$ cat config.mk
export PLATFORM = sky130hd
export DESIGN_NAME = axi_lite_cfg_slave
export DESIGN_NICKNAME = d
export VERILOG_FILES = /design/src/rtl/axi_cfg_pkg.sv /design/src/rtl/axi_lite_cfg_slave.sv
export SDC_FILE = /design/constraint.sdc
export NUM_CORES = 1
export LEC_CHECK = 0
export CAP_MARGIN = 40
export CORE_ASPECT_RATIO = 1.75
export CORE_MARGIN = 2
export CORE_UTILIZATION = 51
export CTS_BUF_LIST = sky130_fd_sc_hd__clkbuf_16
export DETAILED_ROUTE_END_ITERATION = 16
export GPL_ROUTABILITY_DRIVEN = 0
export HOLD_SLACK_MARGIN = 0.08
export PLACE_DENSITY_LB_ADDON = 0.08
export SYNTH_ARGS = -nofsm -noshare
export SYNTH_HDL_FRONTEND = slang
export SYNTH_SLANG_ARGS = --single-unit
$ cat constraint.sdc
create_clock -name clk -period 10.5 [get_ports clk]
set_input_delay 2.1 -clock clk [delete_from_list [all_inputs] [get_ports clk]]
set_output_delay 2.1 -clock clk [all_outputs]
set_load 0.05 [all_outputs]
$ cat src/rtl/axi_cfg_pkg.sv
// Shared constants, FSM state types and the byte-strobe merge helper for the
// AXI4-Lite configuration register slave.
package axi_cfg_pkg;

  localparam logic [1:0] RESP_OKAY      = 2'b00;
  localparam logic [1:0] RESP_SLVERR    = 2'b10;
  localparam int         CTRL_IDX       = 0;
  localparam int         CTRL_START_BIT = 0;

  typedef enum logic [1:0] {
    W_IDLE,
    W_HOLD_AW,
    W_HOLD_W,
    W_RESP
  } wr_state_t;

  typedef enum logic {
    R_IDLE,
    R_RESP
  } rd_state_t;

  function automatic logic [31:0] merge_wstrb(input logic [31:0] old,
                                              input logic [31:0] data,
                                              input logic [3:0]  strb);
    logic [31:0] res;
    res = old;
    for (int k = 0; k < 4; k++) begin
      if (strb[k]) res[8*k +: 8] = data[8*k +: 8];
    end
    return res;
  endfunction

endpackage

$ cat src/rtl/axi_lite_cfg_slave.sv
// AXI4-Lite slave exposing NUM_REGS 32-bit config registers: reg 0 is CTRL
// (bit0 self-clearing start), the last reg is a read-only STATUS mirror.
module axi_lite_cfg_slave
  import axi_cfg_pkg::*;
#(
  parameter int          NUM_REGS  = 8,
  parameter logic [31:0] BASE_ADDR = 32'h0
) (
  input  logic                   clk,
  input  logic                   reset,
  input  logic [31:0]            AWADDR,
  input  logic                   AWVALID,
  output logic                   AWREADY,
  input  logic [31:0]            WDATA,
  input  logic [3:0]             WSTRB,
  input  logic                   WVALID,
  output logic                   WREADY,
  output logic [1:0]             BRESP,
  output logic                   BVALID,
  input  logic                   BREADY,
  input  logic [31:0]            ARADDR,
  input  logic                   ARVALID,
  output logic                   ARREADY,
  output logic [31:0]            RDATA,
  output logic [1:0]             RRESP,
  output logic                   RVALID,
  input  logic                   RREADY,
  input  logic [31:0]            status_in,
  output logic [NUM_REGS*32-1:0] cfg_regs,
  output logic                   start_pulse
);

  localparam int                IDX_W      = (NUM_REGS > 1) ? $clog2(NUM_REGS) : 1;
  localparam logic [IDX_W-1:0]  STATUS_IDX = IDX_W'(NUM_REGS - 1);
  localparam logic [IDX_W-1:0]  CTRL_SEL   = IDX_W'(CTRL_IDX);
  localparam logic [31:0]       SPAN       = 32'(NUM_REGS * 4);

  logic [31:0] regs [NUM_REGS];
  wr_state_t   wstate;
  rd_state_t   rstate;
  logic [31:0] aw_addr;
  logic [31:0] w_data;
  logic [3:0]  w_strb;

  logic             aw_hs, w_hs, commit, c_ok, c_start;
  logic [31:0]      c_addr, c_off, c_data, c_val;
  logic [3:0]       c_strb;
  logic [IDX_W-1:0] c_idx;

  // Pick the commit operands from the held copy or the live channel, whichever
  // arrives last; the commit happens on the edge that completes the pair.
  always_comb begin
    aw_hs   = AWVALID && AWREADY;
    w_hs    = WVALID && WREADY;
    commit  = 1'b0;
    c_addr  = aw_addr;
    c_data  = w_data;
    c_strb  = w_strb;
    case (wstate)
      W_IDLE: begin
        commit = aw_hs && w_hs;
        c_addr = AWADDR;
        c_data = WDATA;
        c_strb = WSTRB;
      end
      W_HOLD_AW: begin
        commit = w_hs;
        c_data = WDATA;
        c_strb = WSTRB;
      end
      W_HOLD_W: begin
        commit = aw_hs;
        c_addr = AWADDR;
      end
      default: ;
    endcase
    c_off   = c_addr - BASE_ADDR;
    c_idx   = c_off[IDX_W+1:2];
    c_ok    = (c_off < SPAN) && (c_idx != STATUS_IDX);
    c_val   = merge_wstrb(regs[c_idx], c_data, c_strb);
    c_start = 1'b0;
    if (c_idx == CTRL_SEL) begin
      c_start                 = c_strb[0] && c_data[CTRL_START_BIT];
      c_val[CTRL_START_BIT]   = 1'b0;
    end
  end

  always_ff @(posedge clk) begin
    if (reset) begin
      wstate      <= W_IDLE;
      AWREADY     <= 1'b0;
      WREADY      <= 1'b0;
      BVALID      <= 1'b0;
      BRESP       <= RESP_OKAY;
      start_pulse <= 1'b0;
      for (int i = 0; i < NUM_REGS; i++) regs[i] <= '0;
    end else begin
      start_pulse <= 1'b0;
      case (wstate)
        W_IDLE: begin
          AWREADY <= 1'b1;
          WREADY  <= 1'b1;
          if (aw_hs && !w_hs) begin
            aw_addr <= AWADDR;
            AWREADY <= 1'b0;
            wstate  <= W_HOLD_AW;
          end else if (w_hs && !aw_hs) begin
            w_data <= WDATA;
            w_strb <= WSTRB;
            WREADY <= 1'b0;
            wstate <= W_HOLD_W;
          end
        end
        W_RESP: begin
          if (BREADY) begin
            BVALID  <= 1'b0;
            AWREADY <= 1'b1;
            WREADY  <= 1'b1;
            wstate  <= W_IDLE;
          end
        end
        default: ;
      endcase
      if (commit) begin
        AWREADY <= 1'b0;
        WREADY  <= 1'b0;
        BVALID  <= 1'b1;
        BRESP   <= c_ok ? RESP_OKAY : RESP_SLVERR;
        wstate  <= W_RESP;
        if (c_ok) begin
          regs[c_idx] <= c_val;
          start_pulse <= c_start;
        end
      end
    end
  end

  logic [31:0]      r_off, r_data;
  logic [IDX_W-1:0] r_idx;
  logic [1:0]       r_resp;

  always_comb begin
    r_off  = ARADDR - BASE_ADDR;
    r_idx  = r_off[IDX_W+1:2];
    r_data = '0;
    r_resp = RESP_SLVERR;
    if (r_off < SPAN) begin
      r_resp = RESP_OKAY;
      r_data = (r_idx == STATUS_IDX) ? status_in : regs[r_idx];
    end
  end

  always_ff @(posedge clk) begin
    if (reset) begin
      rstate  <= R_IDLE;
      ARREADY <= 1'b0;
      RVALID  <= 1'b0;
      RDATA   <= '0;
      RRESP   <= RESP_OKAY;
    end else begin
      case (rstate)
        R_IDLE: begin
          ARREADY <= 1'b1;
          if (ARVALID && ARREADY) begin
            ARREADY <= 1'b0;
            RVALID  <= 1'b1;
            RDATA   <= r_data;
            RRESP   <= r_resp;
            rstate  <= R_RESP;
          end
        end
        R_RESP: begin
          if (RREADY) begin
            RVALID  <= 1'b0;
            ARREADY <= 1'b1;
            rstate  <= R_IDLE;
          end
        end
        default: rstate <= R_IDLE;
      endcase
    end
  end

  for (genvar i = 0; i < NUM_REGS; i++) begin : g_out
    if (i == NUM_REGS - 1) begin : g_status
      assign cfg_regs[32*i +: 32] = status_in;
    end else begin : g_cfg
      assign cfg_regs[32*i +: 32] = regs[i];
    end
  end

endmodule
Yosys cells after proc, flatten, opt, wreduce, memory -nomap -nowiden

Memory sizes are Yosys's and may differ from the RTL's.
Cells that the tools add are included.

Magnitude comparators: 2
Eq/ne operators: 15
Multiplexer cells: 45
Bitwise logic cells: 6
Reduce and logical (&&, ||, !) cells: 33

Operators by type and width:

| operator              | count |
|---|---|
| $mux W32              | 5 |
| $lt A32 B6 Y1 const B | 2 |
| $mux W8               | 4 |
| $reduce_or A32 Y1     | 1 |
| $mux W1               | 20 |
| $reduce_and A2 Y1     | 9 |
| $mux W2               | 6 |
| $pmux W1 S2           | 5 |
| $logic_and A1 B1 Y1   | 8 |
| $ne A2 B2 Y1 const B  | 4 |
| $ne A3 B3 Y1 const B  | 2 |
| $not A1 Y1            | 6 |
| $reduce_and A3 Y1     | 2 |
| $reduce_bool A2 Y1    | 3 |
| $reduce_or A2 Y1      | 3 |
| $mux W5               | 1 |
| $eq A2 B2 Y1 const B  | 2 |
| $mux W4               | 1 |
| $ne A1 B1 Y1 const B  | 4 |
| $ne A4 B4 Y1 const B  | 1 |
| $pmux W2 S2           | 1 |
| $reduce_and A4 Y1     | 1 |
| $reduce_or A4 Y1      | 1 |
| $eq A3 B3 Y1 const B  | 1 |
| other kinds (7)       | 8 |

Bits in registers: 113
Bits in writable memories: 256
Input bits: 139
Output and inout bits: 298
Word-level logic and storage cells: 116
Memories: 1

Memories:

| name | words | width | read ports | clocked after Yosys merged registers in | write ports | RTL line                 | source |
|---|---|---|---|---|---|---|---|
| regs | 8     | 32    | 8          | 0                                       | 8           | axi_lite_cfg_slave.sv:38 | `logic [31:0] regs [NUM_REGS];` |

Longest topological paths before layout

Depth in word-level cells: 12
Mapped depth: 10
Depth with buffers taken out: 8

Least setup slack after synthesis

No wires, ideal clock.

Kind: input to register
Start point: input reset
End point: register w_data[0], enable pin
Setup time: 0.482 ns
Arrival: 5.149 ns
Required time: 10.018 ns
Setup slack: 4.869 ns
Stages: 3
Buffers on the path: 2
Path through: clkbuf_1 buf_1 nor3b_1

Longest elaborated chain between the ends: 2

Ends and longest elaborated chain:

| element                     | RTL line                  | source |
|---|---|---|
| start: declaration          | axi_lite_cfg_slave.sv:10  | `input logic reset,` |
| $not A1 Y1 (no line)        | -                         |  |
| $reduce_and A4 Y1 (no line) | -                         |  |
| end signal: assignment      | axi_lite_cfg_slave.sv:108 | `w_data <= WDATA;` |
| end: declaration            | axi_lite_cfg_slave.sv:42  | `logic [31:0] w_data;` |

Every way passes these cells.
A chain may end at the register's enable or synchronous reset.

Final worst setup path

Start point: input status_in[22]
End point: output cfg_regs[246]

RTL lines:

| element            | RTL line                 | source |
|---|---|---|
| start: declaration | axi_lite_cfg_slave.sv:28 | `input logic [31:0] status_in,` |
| end: declaration   | axi_lite_cfg_slave.sv:29 | `output logic [NUM_REGS*32-1:0] cfg_regs,` |

No word-level cell between the ends.

==> PnR_summary.wiki <==
{| class="wikitable"
! Metric !! Value
|-
| Insertion delay to the later sink of the worst-skew pair || 580 ps
|-
| Vias in the first global route || 10864
|-
| Post-detailed-route wirelength per cell || 23.9 microns
|-
| Share of synthesized flip-flops with an asynchronous set or reset || 0%
|-
| Slew @ Worst Pin || 961 ps
|-
| Placeable core area || 0.0284 sq mm
|-
| Inserted Clock Buffers || 31
|-
| Max Transition Viols Final || 0
|-
| Largest net degree at the start of global routing || 46
|-
| Capturing point of the worst reg2reg path || regs[6][13]
|-
| Iteration-0 DRC count of the detailed router || 659
|-
| Clock slew at reported path FFs || 70 ps
|-
| Final global-route overflow total || 0
|-
| Hold Path Sink || RVALID
|-
| Longest individual stage delay on the worst path || 830 ps
|-
| Die width || 132 microns
|-
| Start of the worst register-to-register path || wstate[0]
|-
| Setup Skew || 19.5 ps
|-
| Sequential cell area fraction in the yosys report || 65.3%
|-
| Metal3 WL || 3.83 mm
|-
| Area growth from synthesis to layout || 38.1%
|-
| Yosys warning count || 0
|-
| Post-route clock period utilization || 53.1%
|-
| Setup WS post-layout || 4930 ps
|-
| Arrival time worst endpoint || 3470 ps
|-
| Power Dens Cells || 165 mW/mm^2
|-
| Highest routed metal layer || met5
|-
| Hold path startpoint || rstate
|-
| Run status || finished clean
|-
| Standby leakage power || 7.15 nW
|-
| Depth of the worst register-to-register path || 6
|-
| IO buf count || 430
|-
| Maximum ir drop on the vdd rail || 155 uV
|-
| Clk buf depth || 3
|-
| Number of H-tree branching levels || 1
|-
| Cell repeated most along the worst path || clkdlybuf4s50_1
|-
| Max-cap violations || 0
|-
| Initial cell density of the core || 51.6%
|-
| WP data required || 8400 ps
|-
| 1st-pass router iterations || 7
|-
| Net count, final || 1592
|-
| Min cycle time layout || 5570 ps
|-
| Commonest non-fill, non-tap cells in the layout || clkdlybuf4s50_1, edfxtp_1, nor2_1
|-
| Cell count of the worst hold path || 1
|-
| Via count || 10597
|-
| Hold buffers post-CTS || 0
|-
| Min-delay worst type || reg2reg
|-
| Hpwl dp || 32.3 mm
|-
| First-pass GRT wire length || 65.2 mm
|-
| Total number of clock tree sinks || 333
|-
| Gate Count Post-Synth || 1043
|-
| Family with the most delay on the worst path || buffers and inverters
|-
| Cell breakdown of the critical path || clkdlybuf4s50_1, clkdlybuf4s50_1
|-
| Most common library cell in the layout ignoring fill and taps || clkdlybuf4s50_1
|-
| Syn avg cell area || 14.1 sq um
|-
| All-layer global routing usage || 29.0%
|-
| Non-Filler Instances || 1857
|-
| Drt via density || 5.71
|-
| Cell with the largest stage delay on the worst path || clkdlybuf4s50_1
|-
| Post-CTS setup buffers || 0
|-
| Met2 wire len || 24.5 mm
|-
| Synthesized area || 0.0147 sq mm
|-
| Die Outline Area || 0.0302 sq mm
|-
| Start-to-end type of the worst setup path || in2out
|-
| Post-cts resize count || 0
|-
| Final count of hold timing violations || 0
|-
| Vert. Die Dim || 228 microns
|-
| Number of flops mapped to enable cells by yosys || 290
|-
| Top-Level Pins || 437
|-
| Number of cells in the design after placement || 1795
|-
| Startpoint Class || input port
|-
| Reg-to-reg slack, setup || 6300 ps
|-
| Std-Cell Rows || 82
|-
| Post-detailed-routing wire length || 44.4 mm
|-
| DRC || 0
|-
| Max-Slew Margin vs Limit || 35.7%
|-
| Final sum of negative setup slack || 0 ps
|-
| Flip-flop and latch count after synthesis || 333
|-
| Final setup violation count || 0
|-
| Max frequency || 180 MHz
|-
| Number of library cell types mapped by synthesis || 44
|-
| Kind of end point of the critical path || output port
|-
| CTS tree || built
|-
| Setup repair after global routing missed its margin || no
|-
| Post-detailed-route count of antenna-violating nets || 0
|-
| Post-Place Worst Slack || 4490 ps
|-
| Fraction of layout cells with a size suffix above 1 || 14.6%
|-
| Clock root buffer || clkbuf_16
|-
| Largest fanout on the critical path || 2
|-
| Initial antenna violation count || 7
|-
| Sum of routed wire segments on met1 || 14.3 mm
|-
| Number of buffers and inverters on the critical path || 2
|-
| Top_reg_cell synth || edfxtp_1
|}
## metrics by stage
step | total power (W) | util (%) | instance area, sq um | hold slack [ps]
2_1_floorplan | 0.00204 | - | 14700 | 445
3_3_place_gp | 0.00227 | 67.2 | 19100 | 463
3_5_place_dp | 0.00229 | 67.8 | 19300 | 472
4_1_cts | 0.00335 | 71.2 | 20200 | 474
5_1_grt | 0.00345 | 71.2 | 20200 | 499
6_report | 0.00335 | 71.2 | 20200 | 469
## flip-flops by register name, indices dropped and copies added (netlist names)
name         flops
ARREADY          1
AWREADY          1
BRESP            1
BVALID           1
RDATA           32
RRESP            1
RVALID           1
WREADY           1
aw_addr         30
regs           224
rstate           1
start_pulse      1
w_data          32
w_strb           4
wstate           2
## per-layer routing
layer  vias to the layer above  track usage [%]
met5                         -                0
met4                         2             12.9
met1                      5224             30.1
li1                       4694                -
met2                       577             54.9
met3                       100             6.42
## report_power, final
| part | leakage [nW] | switching [W] | internal, W |
|---|---|---|---|
| registers | 3.26 | 0.0000423 | 0.00150 |
| clock network | 0.496 | 0.000496 | 0.000589 |
| logic | 3.39 | 0.000450 | 0.000266 |
## Yosys cell counts, types with 2 or more instances
master	count	share of area, %
a21oi_1	7	0.24
a2bb2oi_1	32	1.9
a31oi_1	3	0.13
and3_1	3	0.13
buf_1	11	0.28
buf_2	26	0.89
buf_4	34	1.7
clkbuf_1	32	0.82
dfxtp_1	43	5.9
edfxtp_1	290	59
ha_1	3	0.26
inv_1	7	0.18
mux2_2	31	2.4
mux2i_1	42	2.9
mux4_2	64	9.8
nand2_1	36	0.92
nand2b_1	3	0.13
nand3_1	6	0.20
nand4_1	4	0.17
nand4_2	5	0.43
nand4b_1	2	0.12
nor2_1	254	6.5
nor2b_1	2	0.085
nor3_1	17	0.58
nor3b_1	6	0.31
nor4_1	17	0.73
nor4b_1	2	0.12
o21ai_0	35	1.2
o31ai_1	4	0.20
or2_2	8	0.34
## kinds of logic (layout without fill, tap and decap cells)
family | count (synthesis) | in the layout | synth area share [%]
and+or+nand+nor | 371 | 371 | 11.2
DFF | 333 | 333 | 65.3
muxes | 137 | 137 | 15.1
buffers and inverters | 110 | 539 | 3.91
AOI/OAI and AO/OA | 88 | 88 | 4.22
adders and majority gates | 3 | 3 | 0.256
other | 1 | 8 | 0.0256
## layout make-up
cell class / count / area [sq um]
Inverter: 7 / 26.3
Fill cell: 2055 / 8180
Clock buffer: 31 / 776
Sequential cell: 333 / 9570
Tap cell: 378 / 473
Clock inverter: 26 / 191
Multi-Input combinational cell: 602 / 4540
Antenna cell: 5 / 12.5
Timing Repair Buffer: 475 / 4650
## worst max-delay path by stage
stage	start	endpoint	slack [ps]	depth (start not counted)
after floorplan	reset	w_data[0]	4870	3
after global placement	WVALID	regs[6][12]	4250	10
after detailed placement	WVALID	regs[6][12]	4490	11
after CTS	status_in[11]	cfg_regs[235]	4930	2
after global routing	WVALID	regs[6][15]	4770	11
final	status_in[22]	cfg_regs[246]	4930	2
(Power assumes the default switching activity.)
